==> src/rtl/reply_cnt.sv <==
// Replies to a received length byte N with N counting bytes from START_VALUE.
// Define REPLY_CNT_CHECKSUM_EN to append the XOR of all sent sequence bytes.
module reply_cnt #(
    parameter logic [7:0] START_VALUE = 8'h00
) (
    input  logic       clk,
    input  logic       reset,
    input  logic       activate,
    output logic       done,
    input  logic       rx_ready,
    input  logic [7:0] rx_data,
    output logic [7:0] tx_data,
    output logic       tx_start,
    input  logic       tx_active,
    input  logic       tx_done
);

    typedef enum logic [2:0] {
        IDLE,
        WAIT_LEN,
        SEND,
        WAIT_TX,
        FINISH
    } state_t;

    state_t     state, state_d;
    logic [7:0] idx, idx_d;
    logic [7:0] len, len_d;
    logic [7:0] tx_data_d;
    logic       tx_start_d;
    logic       rx_prev;
    logic       rx_rise;
    logic [7:0] idx_inc;
    logic [7:0] seq_byte;
`ifdef REPLY_CNT_CHECKSUM_EN
    logic [7:0] csum, csum_d;
    logic       csum_phase, csum_phase_d;
`endif

    // rx_prev resets high so a level already present is never taken as a new byte
    assign rx_rise  = rx_ready & ~rx_prev;
    assign idx_inc  = idx + 8'd1;
    assign seq_byte = START_VALUE + idx;
    assign done     = (state == FINISH);

    always_ff @(posedge clk or negedge reset) begin
        if (!reset) begin
            state    <= IDLE;
            idx      <= 8'h00;
            len      <= 8'h00;
            tx_data  <= 8'h00;
            tx_start <= 1'b0;
            rx_prev  <= 1'b1;
`ifdef REPLY_CNT_CHECKSUM_EN
            csum       <= 8'h00;
            csum_phase <= 1'b0;
`endif
        end else begin
            state    <= state_d;
            idx      <= idx_d;
            len      <= len_d;
            tx_data  <= tx_data_d;
            tx_start <= tx_start_d;
            rx_prev  <= rx_ready;
`ifdef REPLY_CNT_CHECKSUM_EN
            csum       <= csum_d;
            csum_phase <= csum_phase_d;
`endif
        end
    end

    always_comb begin
        state_d    = state;
        idx_d      = idx;
        len_d      = len;
        tx_data_d  = tx_data;
        tx_start_d = 1'b0;
`ifdef REPLY_CNT_CHECKSUM_EN
        csum_d       = csum;
        csum_phase_d = csum_phase;
`endif
        if (!activate) begin
            state_d = IDLE;
        end else begin
            case (state)
                IDLE: begin
                    state_d = WAIT_LEN;
                    idx_d   = 8'h00;
`ifdef REPLY_CNT_CHECKSUM_EN
                    csum_d       = 8'h00;
                    csum_phase_d = 1'b0;
`endif
                end
                WAIT_LEN: begin
                    if (rx_rise) begin
                        len_d = rx_data;
                        if (rx_data == 8'h00) begin
`ifdef REPLY_CNT_CHECKSUM_EN
                            csum_phase_d = 1'b1;
                            state_d      = SEND;
`else
                            state_d = FINISH;
`endif
                        end else begin
                            state_d = SEND;
                        end
                    end
                end
                SEND: begin
                    // tx_data is only loaded here, so it holds through WAIT_TX
                    if (!tx_active) begin
                        tx_start_d = 1'b1;
                        state_d    = WAIT_TX;
`ifdef REPLY_CNT_CHECKSUM_EN
                        if (csum_phase) begin
                            tx_data_d = csum;
                        end else begin
                            tx_data_d = seq_byte;
                            csum_d    = csum ^ seq_byte;
                        end
`else
                        tx_data_d = seq_byte;
`endif
                    end
                end
                WAIT_TX: begin
                    if (tx_done) begin
                        state_d = SEND;
`ifdef REPLY_CNT_CHECKSUM_EN
                        if (csum_phase) begin
                            state_d = FINISH;
                        end else begin
                            idx_d = idx_inc;
                            if (idx_inc == len) csum_phase_d = 1'b1;
                        end
`else
                        idx_d = idx_inc;
                        if (idx_inc == len) state_d = FINISH;
`endif
                    end
                end
                FINISH: begin
                    state_d = FINISH;
                end
                default: begin
                    state_d = IDLE;
                end
            endcase
        end
    end

endmodule

==> config.mk <==
export PLATFORM = sky130hd
export DESIGN_NAME = reply_cnt
export DESIGN_NICKNAME = d
export VERILOG_FILES = /design/src/rtl/reply_cnt.sv
export SDC_FILE = /design/constraint.sdc
export NUM_CORES = 1
export LEC_CHECK = 0
export CORE_ASPECT_RATIO = 1.2
export CORE_MARGIN = 4
export CORE_UTILIZATION = 51
export DETAILED_ROUTE_END_ITERATION = 7
export PLACE_DENSITY_LB_ADDON = 0.2
export REMOVE_ABC_BUFFERS = 1
export SLEW_MARGIN = 20
export SYNTH_ARGS = -nofsm -noshare
export SYNTH_HDL_FRONTEND = slang
export SYNTH_SLANG_ARGS = --single-unit
==> constraint.sdc <==
create_clock -name clk -period 2.5 [get_ports clk]
set_input_delay 0.625 -clock clk [delete_from_list [all_inputs] [get_ports clk]]
set_output_delay 0.625 -clock clk [all_outputs]
set_load 0.05 [all_outputs]
* Yosys cells after proc, flatten, opt, wreduce, memory -nomap -nowiden
Index checks and enable logic that the tools add are counted. Widths: inputs -> output; s select.
Word-level totals: flip-flop bits (word level) 29, bits in latches 0, memory bits (writable) 0, bits in read-only memories 0, output and inout bits 10, word-level logic and storage cells 38, memories kept 0
Cells by class: add/subtract/negate cells 1, multiply operators 0, divide/modulo/power cells 0, magnitude comparators 0, equal/unequal tests 9, shift-type cells 0, muxes and demuxes 12, bitwise gates (word level) 3, reduce and logical (&&, ||, !) cells 7
Operators by type and width (count):
- $mux 3 | 6
- $pmux 8 s2 | 1
- $pmux 3 s5 | 1
- $reduce_and 3->1 | 4
- $ne 3x3->1 const B | 3
- $add 8x1->8 const B | 1
- $eq 8x8->1 | 1
- $logic_not 8->1 | 1
- $mux 8 | 1
- $eq 3x2->1 const B | 2
- $eq 3x1->1 const B | 1
- $eq 3x3->1 const B | 1
- $logic_not 3->1 | 1
- $mux 1 | 3
- $ne 2x2->1 const B | 1
- $not 1->1 | 2
- $reduce_bool 2->1 | 1
- $and 1x1->1 | 1

* Longest topological paths before layout
Gate-level depths: netlist of the first run.
depth after elaboration 6, depth in mapped cells 7, depth with buffers taken out 6

* Worst setup path after synthesis of the first run
No wires, ideal clock.
path type input to register, start input rx_ready, end register len[0], data arrival time 1.656 ns, required time 2.373 ns, path slack 0.717 ns, stages on the path 5, path buffers 1, path through nor2b_1 nand2_1 or3_1 clkbuf_1 mux2_1
On the way: longest elaborated chain between the ends 2
RTL lines:
- start: declaration | line 10 | input logic rx_ready,
- $and 1x1->1 | line 41 | assign rx_rise = rx_ready & ~rx_prev;
- $reduce_and 3->1 (no line)
- end signal: assignment | line 61 | len <= len_d;
- end: declaration | line 28 | logic [7:0] len, len_d;
Every way passes these cells. A chain may end at the register's enable or synchronous reset.

* Worst setup path in the final report of the first run
start register tx_data[5], end output tx_data[5]
RTL lines:
- start: declaration | line 12 | output logic [7:0] tx_data,
- start signal: assignment | line 62 | tx_data <= tx_data_d;
No word-level cell between the ends.

==> qor.txt, run 1 <==
status - finished clean
first-pass GRT wire length - 4990 um
PortBufs - 23
Synthesis Warnings - 0
Final Hold Violating Endpoints - 0
sequential power share - 52.1%
fraction of the yosys area taken by sequential cells - 46.7%
Logic pwr share - 23.7%
RSZ-0062 raised after global routing - false
Critical Path Sink - tx_data[5]
clock skew - 8.47 ps
Max-cap violations - 0
clk_lat worst skew - 340 ps
setup tns final - 0 ps
cell internal pwr - 0.779 mW
final net count - 179
FF-to-FF Start - idx[0]$_DFFE_PN0P_
largest net degree at the start of global routing - 30
vias in the first global route - 1107
Worst VDD drop - 0.000403 V
Net Sw Frac - 31.7%
CTS buffer count - 5
crit-path cells - clkdlybuf4s50_1
num rows - 21
final WL - 2920 um
worst path bufs/invs - 1
max-slew violations - 0
PwrDens - 616 mW/mm2
largest family of logic cells by synthesized area - simple AND/OR/NAND/NOR gates
Avg Synthesized Cell Area - 11.3 um2
CP Depth - 1
Critical Path Source Type - flop
Critical Path Source - tx_data[5]$_DFFE_PN0P_
Bufs on Longest Clock Path - 2
CP required - 1880 ps
# diodes - 0
postcts setup bufs - 0
post-cts resize count - 0
Crit path max-delay family - buffers and inverters
commonest non-fill, non-tap cells in the layout - dfrtp_1 (28), clkdlybuf4s50_1 (22), nand2_1 (11), o21ai_0 (11)
Clk pwr share - 24.2%
Synth area leaders - dfrtp_1 (45%), mux2_4 (7.7%), mux2_1 (5.8%), xnor2_1 (3.9%), o21ai_0 (3.5%)
synthesized instance count - 138
GP Congestion - 0.924
clock-pin slew on the worst setup and hold paths - 100 ps
Tcrit/Tclk final - 85.8%
wire length per cell - 14.7 um
CP endpoint kind - primary output
Seq cells post-synth - 29
number of detailed-route iterations in the first pass - 4
H-Tree Depth - 2
Synth Area in Compound Gates - 12.9%
core box area - 0.00286 mm2
Fin Hold WS - 520 ps
share of layout cells above drive strength 1 - 15.8%
Yosys top cell area share - 45.1%
Largest stage delay, worst path - 810 ps
Slowest cell on crit path - clkdlybuf4s50_1
multiplexer area fraction after synthesis - 13.5%
r2r worst-path depth - 6
fraction of the mapped netlist area in simple logic gates - 14.7%
Yosys top cell by area - dfrtp_1
Area Growth Syn to Fin - 18.9%
r2r endpoint - state[2]$_DFFE_PN0P_
Psw - 0.361 mW
Yosys cell types - 41
Crit path arrival time - 1520 ps
clock sink count - 29
GRT Overall Usage - 16.8%
vias per inst - 5.61
initial antenna violation count - 0
FMAX - 466 MHz
Worst Path Max Fanout - 2
Starting Density - 54.3%
Hold Crit Class - flop to flop
worst setup path category - flop to primary output
DR vias - 1117
die footprint - 0.00400 mm2
initial DRC count - 30
Clock Root Buffer - clkbuf_4
most common cell after layout, fill and taps aside - dfrtp_1
CTS tree - built
mapped cell area - 0.00156 mm2
adder-cell area share of the yosys netlist - 0.805%
post-DP HPWL - 2210 um
final core utilization - 64.6%
# hold bufs at CTS - 0
I/O pins - 24
Die Wd - 58.4 um
leakage - 0.835 nW
gr ovfl total - 0
Worst R2R Setup Slack - 600 ps
min cycle time layout - 2150 ps
worst-margin pin slew - 495 ps
drc violations - 0
Final ANT Viol Nets - 0
relative slew slack - 66.9%
endpoints failing setup - 0
die height - 68.5 um
XOR/XNOR share of the synthesized area - 6.68%
per-layer routing:
layer	wire length [um]	track usage [%]	up-vias
li1	-	-	544
met3	160	5.21	11
met1	1260	19.5	531
met4	82	10.7	0
met2	1420	27.1	31
met5	0	0	-
cell usage after synthesis (all sizes together):
| library cell | n |
|---|---|
| o21a | 1 |
| clkbuf | 1 |
| nor4b | 1 |
| o31ai | 4 |
| and3 | 5 |
| or4 | 1 |
| a211oi | 2 |
| or3 | 2 |
| o41ai | 1 |
| and2 | 3 |
| o21bai | 1 |
| ha | 1 |
| a2111oi | 1 |
| nor3b | 1 |
| nor3 | 1 |
| a21oi | 3 |
| or2 | 2 |
| a32o | 1 |
| dfstp | 1 |
| o221ai | 1 |
| xnor2 | 8 |
| mux2 | 16 |
| nor4 | 2 |
| o2111ai | 1 |
| o21ai | 11 |
| o22ai | 1 |
| xor2 | 3 |
| nor2b | 1 |
| nand3 | 2 |
| buf | 6 |
| nand2 | 11 |
| nor2 | 7 |
| inv | 5 |
| nand2b | 2 |
| dfrtp | 28 |
registers in the layout, indices dropped and copies added, names as in the netlist:
| signal | count |
|---|---|
| tx_data | 8 |
| rx_prev | 1 |
| idx | 8 |
| state | 3 |
| len | 8 |
| tx_start | 1 |
layout make-up:
cell class                      count  area [um2]
Clock inverter                      3        17.5
Inverter                            5        18.8
Clock buffer                        5        37.5
Fill cell                         231        1010
Tap cell                           34        42.5
Multi-Input combinational cell     97         756
Sequential cell                    29         727
Timing Repair Buffer               26         250
cell families after synthesis:
group                      Yosys count
DFF                                 29
xor gates and xnor gates            11
and+or+nand+nor                     41
adders and majority gates            1
buffers and inverters               12
AOI/OAI and AO/OA                   28
muxes                               16
power by group through the flow:
stage               combinational (mW)  clock (mW)  sequential, mW
floorplan                        0.184           0           0.602
global placement                 0.261           0           0.600
detailed placement               0.272           0           0.604
CTS                              0.274       0.285           0.595
global route                     0.298       0.305           0.606
finish                           0.270       0.276           0.593
metrics by stage:
step / std cells / area (um2) / setup WS (ps) / total power [mW]
floorplan: 131 / 1500 / 695 / 0.786
global placement: 191 / 1790 / 216 / 0.861
detailed placement: 191 / 1790 / 136 / 0.876
CTS: 199 / 1850 / 342 / 1.15
global route: 199 / 1850 / 300 / 1.21
finish: 199 / 1850 / 354 / 1.14
worst min path at each step:
stage	from	end	slack, ps	depth (start not counted)
detailed placement	tx_data[0]$_DFFE_PN0P_	tx_data[0]$_DFFE_PN0P_	500	1
finish	len[0]$_DFFE_PN0P_	len[0]$_DFFE_PN0P_	520	1
CTS	tx_data[7]$_DFFE_PN0P_	tx_data[7]$_DFFE_PN0P_	530	1
floorplan	reset	idx[0]$_DFFE_PN0P_	330	0
global route	tx_data[6]$_DFFE_PN0P_	tx_data[6]$_DFFE_PN0P_	540	1
global placement	tx_data[3]$_DFFE_PN0P_	tx_data[3]$_DFFE_PN0P_	490	1
(Power assumes the default switching activity.)
==> run 2, diff against run 1 <==
CORE_MARGIN = not set   (was 4)
==> run 2 against run 1 <==
Non-clock buffer count did not move; power is 1.3% higher; global-route usage increased by 3.1 points; register-to-register slack about the same; setup slack worse by 85 ps; largest power group unchanged; clock skew hardly changed; die area down 18%.
==> qor.txt, run 2 (synthesized netlist as in run 1, its figures left out) <==
CP required - 1880 ps
WHS Endpoint - tx_data[2]$_DFFE_PN0P_
FMAX - 448 MHz
first-pass GRT wire length - 4820 um
Area Growth Syn to Fin - 19.2%
die footprint - 0.00328 mm2
worst path bufs/invs - 1
non-filler instance count after layout - 199
# diodes - 0
clk_lat worst skew - 330 ps
Tcrit/Tclk final - 89.2%
FF+latch area - 727 um2
gr ovfl total - 0
most common cell after layout, fill and taps aside - dfrtp_1
CTS buffer count - 5
vias in the first global route - 1101
largest net degree at the start of global routing - 30
Final ANT Viol Nets - 0
Slowest cell on crit path - dlygate4sd2_1
CP endpoint kind - primary output
die height - 62.5 um
cell count of the worst hold path - 1
worst hold start - tx_data[2]$_DFFE_PN0P_
met3 usage - 7.30%
FF-to-FF Start - idx[0]$_DFFE_PN0P_
# hold bufs at CTS - 0
GP Congestion - 0.900
Clock Root Buffer - clkbuf_4
drc violations - 0
clock skew - 8.61 ps
initial DRC count - 27
r2r endpoint - state[1]$_DFFE_PN0P_
num rows - 21
r2r worst-path depth - 6
Worst VDD drop - 0.000423 V
Final Hold Violating Endpoints - 0
Largest stage delay, worst path - 520 ps
share of layout cells above drive strength 1 - 13.9%
vias per inst - 5.62
met2 Resource Use GR - 31.5%
status - finished clean
core box area - 0.00284 mm2
leakage - 0.839 nW
PortBufs - 23
worst-margin pin slew - 491 ps
Crit path arrival time - 1610 ps
number of detailed-route iterations in the first pass - 4
RSZ-0062 raised after global routing - false
Starting Density - 54.8%
commonest non-fill, non-tap cells in the layout - dfrtp_1 (28), clkdlybuf4s50_1 (22), nand2_1 (11), o21ai_0 (11)
Crit path max-delay family - buffers and inverters
Worst R2R Setup Slack - 590 ps
Top Registers - idx: 8 flops, len: 8 flops, tx_data: 8 flops
Hold Crit Class - flop to flop
DR vias - 1119
Max-cap violations - 0
Worst Path Max Fanout - 8
fin area - 0.00185 mm2
max-slew violations - 0
final net count - 179
min cycle time layout - 2230 ps
endpoints failing setup - 0
clock sink count - 29
placed cell areas - 0.00180 mm2
wire length per cell - 13.9 um
post-DP HPWL - 2090 um
initial antenna violation count - 0
postcts setup bufs - 0
clock-pin slew on the worst setup and hold paths - 80 ps
relative slew slack - 67.2%
Critical Path Source Type - flop
I/O pins - 24
worst setup path category - flop to primary output
CTS tree - built
area of the multi-input gates - 756 um2
crit-path cells - nor2_1, and2_1, dlygate4sd2_1
Global Route met1 Usage - 23.8%
final WL - 2770 um
Die Wd - 52.4 um
setup tns final - 0 ps
DP Cell Count - 191
Fillers - 237
H-Tree Depth - 2
layer with the highest usage - met2
GRT Overall Usage - 20.0%
Bufs on Longest Clock Path - 2
PwrDens - 623 mW/mm2
==> run 2: cell types whose count changed in the layout (fill, tap and decap cells not counted) <==
cell | before | now
clkbuf_1 | 0 | 2
clkinv_2 | 2 | 0
dlygate4sd2_1 | 0 | 1
clkinvlp_4 | 1 | 0
buf_4 | 4 | 3
clkbuf_8 | 0 | 1
==> run 2: worst max-delay path by stage <==
stage                         startpoint  cells past startpoint                endpoint
global placement                rx_ready                      5      len[2]$_DFFE_PN0P_
floorplan                      tx_active                      2  tx_data[2]$_DFFE_PN0P_
finish              state[1]$_DFFE_PN0P_                      3                    done
detailed placement              rx_ready                      5      len[2]$_DFFE_PN0P_
global route        state[1]$_DFFE_PN0P_                      3                    done
CTS                 state[1]$_DFFE_PN0P_                      3                    done
==> run 2: what timing repair did <==
item / CTS / global route
setup endpoints to repair: 1 / 0
endpoints found under the hold margin: 0 / 0
gates resized for setup: 1 / 0
==> run 2: per-layer routing <==
layer,vias up,routed length [um]
li1,542,-
met1,540,1220
met2,29,1360
met3,8,133
met4,0,59
met5,-,0
==> run 2: layout make-up <==
cell class / count / area share [%]
Multi-Input combinational cell: 97 / 40.8
Sequential cell: 29 / 39.2
Timing Repair Buffer: 26 / 13.6
Clock buffer: 8 / 3.17
Tap cell: 34 / 2.29
Inverter: 5 / 1.01
==> run 2: worst reg2reg max path, delay by kind of cell, from the launching register on <==
family	cells	cell delay, ps
xor gates and xnor gates	1	170
AOI/OAI and AO/OA	2	440
and+or+nand+nor	2	420
adders and majority gates	1	300
DFF	1	470
==> run 2: through the flow <==
step	hold WS, ps	setup WS (ps)	utilization, %	power [mW]
after global placement	493	213	63.3	0.863
after detailed placement	499	155	63.3	0.877
after global routing	538	202	65.3	1.23
final	515	269	65.3	1.15
after floorplan	329	695	-	0.786
after CTS	519	255	65.3	1.17
==> run 2: power by group <==
group	leakage, nW	switching [mW]	internal [mW]	total, mW
Sequential	0.384	0.0602	0.534	0.594
Clock	0.0326	0.151	0.139	0.289
Combinational	0.422	0.132	0.139	0.271
==> run 3, diff against run 2 <==
clock period = 2.33 ns   (was 2.5 ns; I/O delays follow)
==> run 3 against run 2 <==
Utilization down 0.40 points; via count grew 2.1%; critical path type unchanged; wire length decreased by 0.76%; count of clock-buffer cells in the layout did not move; flip-flop and latch count stayed put; largest cell class unchanged.
==> qor.txt, run 3 (synthesized netlist as in run 1, its figures left out) <==
FF+latch area - 727 um2
final net count - 179
endpoints failing setup - 0
area of the multi-input gates - 756 um2
CP required - 1750 ps
RSZ-0062 raised after global routing - false
Die Wd - 52.4 um
DR vias - 1142
Critical Path Source Type - flop
number of detailed-route iterations in the first pass - 4
H-Tree Depth - 2
CTS buffer count - 5
final setup margin - 257 ps
Crit path arrival time - 1490 ps
Max-cap violations - 0
crit-path cells - clkdlybuf4s50_1
postcts setup bufs - 0
status - finished clean
commonest non-fill, non-tap cells in the layout - dfrtp_1 (28), clkdlybuf4s50_1 (22), nand2_1 (11), o21ai_0 (11)
Bufs on Longest Clock Path - 2
min cycle time layout - 2070 ps
worst path bufs/invs - 1
drc violations - 0
max-slew violations - 0
Crit path max-delay family - buffers and inverters
worst-margin pin slew - 495 ps
# diodes - 0
Largest stage delay, worst path - 810 ps
post-cts resize count - 0
share of layout cells above drive strength 1 - 13.9%
Final ANT Viol Nets - 0
post-DP HPWL - 2110 um
die height - 62.5 um
clock-pin slew on the worst setup and hold paths - 90 ps
largest net degree at the start of global routing - 30
Hold Crit Class - flop to flop
CP endpoint kind - primary output
clk_lat worst skew - 320 ps
Worst VDD drop - 0.000493 V
clock sink count - 29
wire length per cell - 13.8 um
Post-Place Worst Slack - 26.0 ps
r2r worst-path depth - 6
I/O pins - 24
cell count of the worst hold path - 1
worst setup path category - flop to primary output
CP Depth - 1
Clock Root Buffer - clkbuf_4
core box area - 0.00284 mm2
initial antenna violation count - 0
Starting Density - 54.8%
FMAX - 482 MHz
relative slew slack - 66.9%
Slowest cell on crit path - clkdlybuf4s50_1
most common cell after layout, fill and taps aside - dfrtp_1
# hold bufs at CTS - 0
placed cell areas - 0.00179 mm2
num rows - 21
clock skew - 4.83 ps
setup tns final - 0 ps
fin area - 0.00184 mm2
final WL - 2750 um
Area Growth Syn to Fin - 18.5%
first-pass GRT wire length - 4910 um
vias in the first global route - 1105
Worst Path Max Fanout - 2
initial DRC count - 44
vias per inst - 5.74
gr ovfl total - 0
GP Congestion - 0.897
Top Registers - idx: 8 flops, len: 8 flops, tx_data: 8 flops
GRT Overall Usage - 20.4%
CTS tree - built
Power Total - 1.21 mW
Tcrit/Tclk final - 89.0%
Fillers - 244
die footprint - 0.00328 mm2
leakage - 0.830 nW
Final Hold Violating Endpoints - 0
PwrDens - 656 mW/mm2
PortBufs - 23
final core utilization - 64.9%
## run 3: cell count changes in the layout (fill, tap and decap cells not counted)
cell	previous run	this run
buf_4	3	4
clkbuf_1	2	3
dlygate4sd2_1	1	0
clkbuf_8	1	0
## run 3: worst paths after layout
path / from / endpoint / slack [ps]
max: tx_data[1]$_DFFE_PN0P_ / tx_data[1] / 260
min: tx_data[7]$_DFFE_PN0P_ / tx_data[7]$_DFFE_PN0P_ / 520
max reg2reg: idx[0]$_DFFE_PN0P_ / state[1]$_DFFE_PN0P_ / 420
min reg2reg: tx_data[7]$_DFFE_PN0P_ / tx_data[7]$_DFFE_PN0P_ / 520
max in group asynchronous: reset / rx_prev$_DFF_PN1_ / 1390
min in group asynchronous: reset / tx_data[4]$_DFFE_PN0P_ / 630
## run 3: metal layers
layer  GRT usage (%)  routed length (um)
met1            23.3                1210
met2            33.4                1360
met5               0                   0
met4            8.88                  68
met3            7.30                 120
## run 3: area by class of cell
cell class | instances | area share [%]
repair buffers | 26 | 13.6
multi-input cells | 97 | 41.0
flip-flops and latches | 29 | 39.4
inverters | 5 | 1.02
clock buffers | 8 | 2.65
well taps | 34 | 2.31
## run 3: stage by stage
stage	hold slack (ps)	cells
2_1_floorplan	287	131
5_1_grt	535	199
4_1_cts	518	199
3_3_place_gp	493	191
6_report	518	199
3_5_place_dp	494	191
## run 3: report_power, final
group	internal [mW]	leakage (nW)	switching, mW
combinational	0.149	0.419	0.141
sequential	0.573	0.384	0.0666
clock	0.120	0.0265	0.159
total	0.842	0.830	0.367
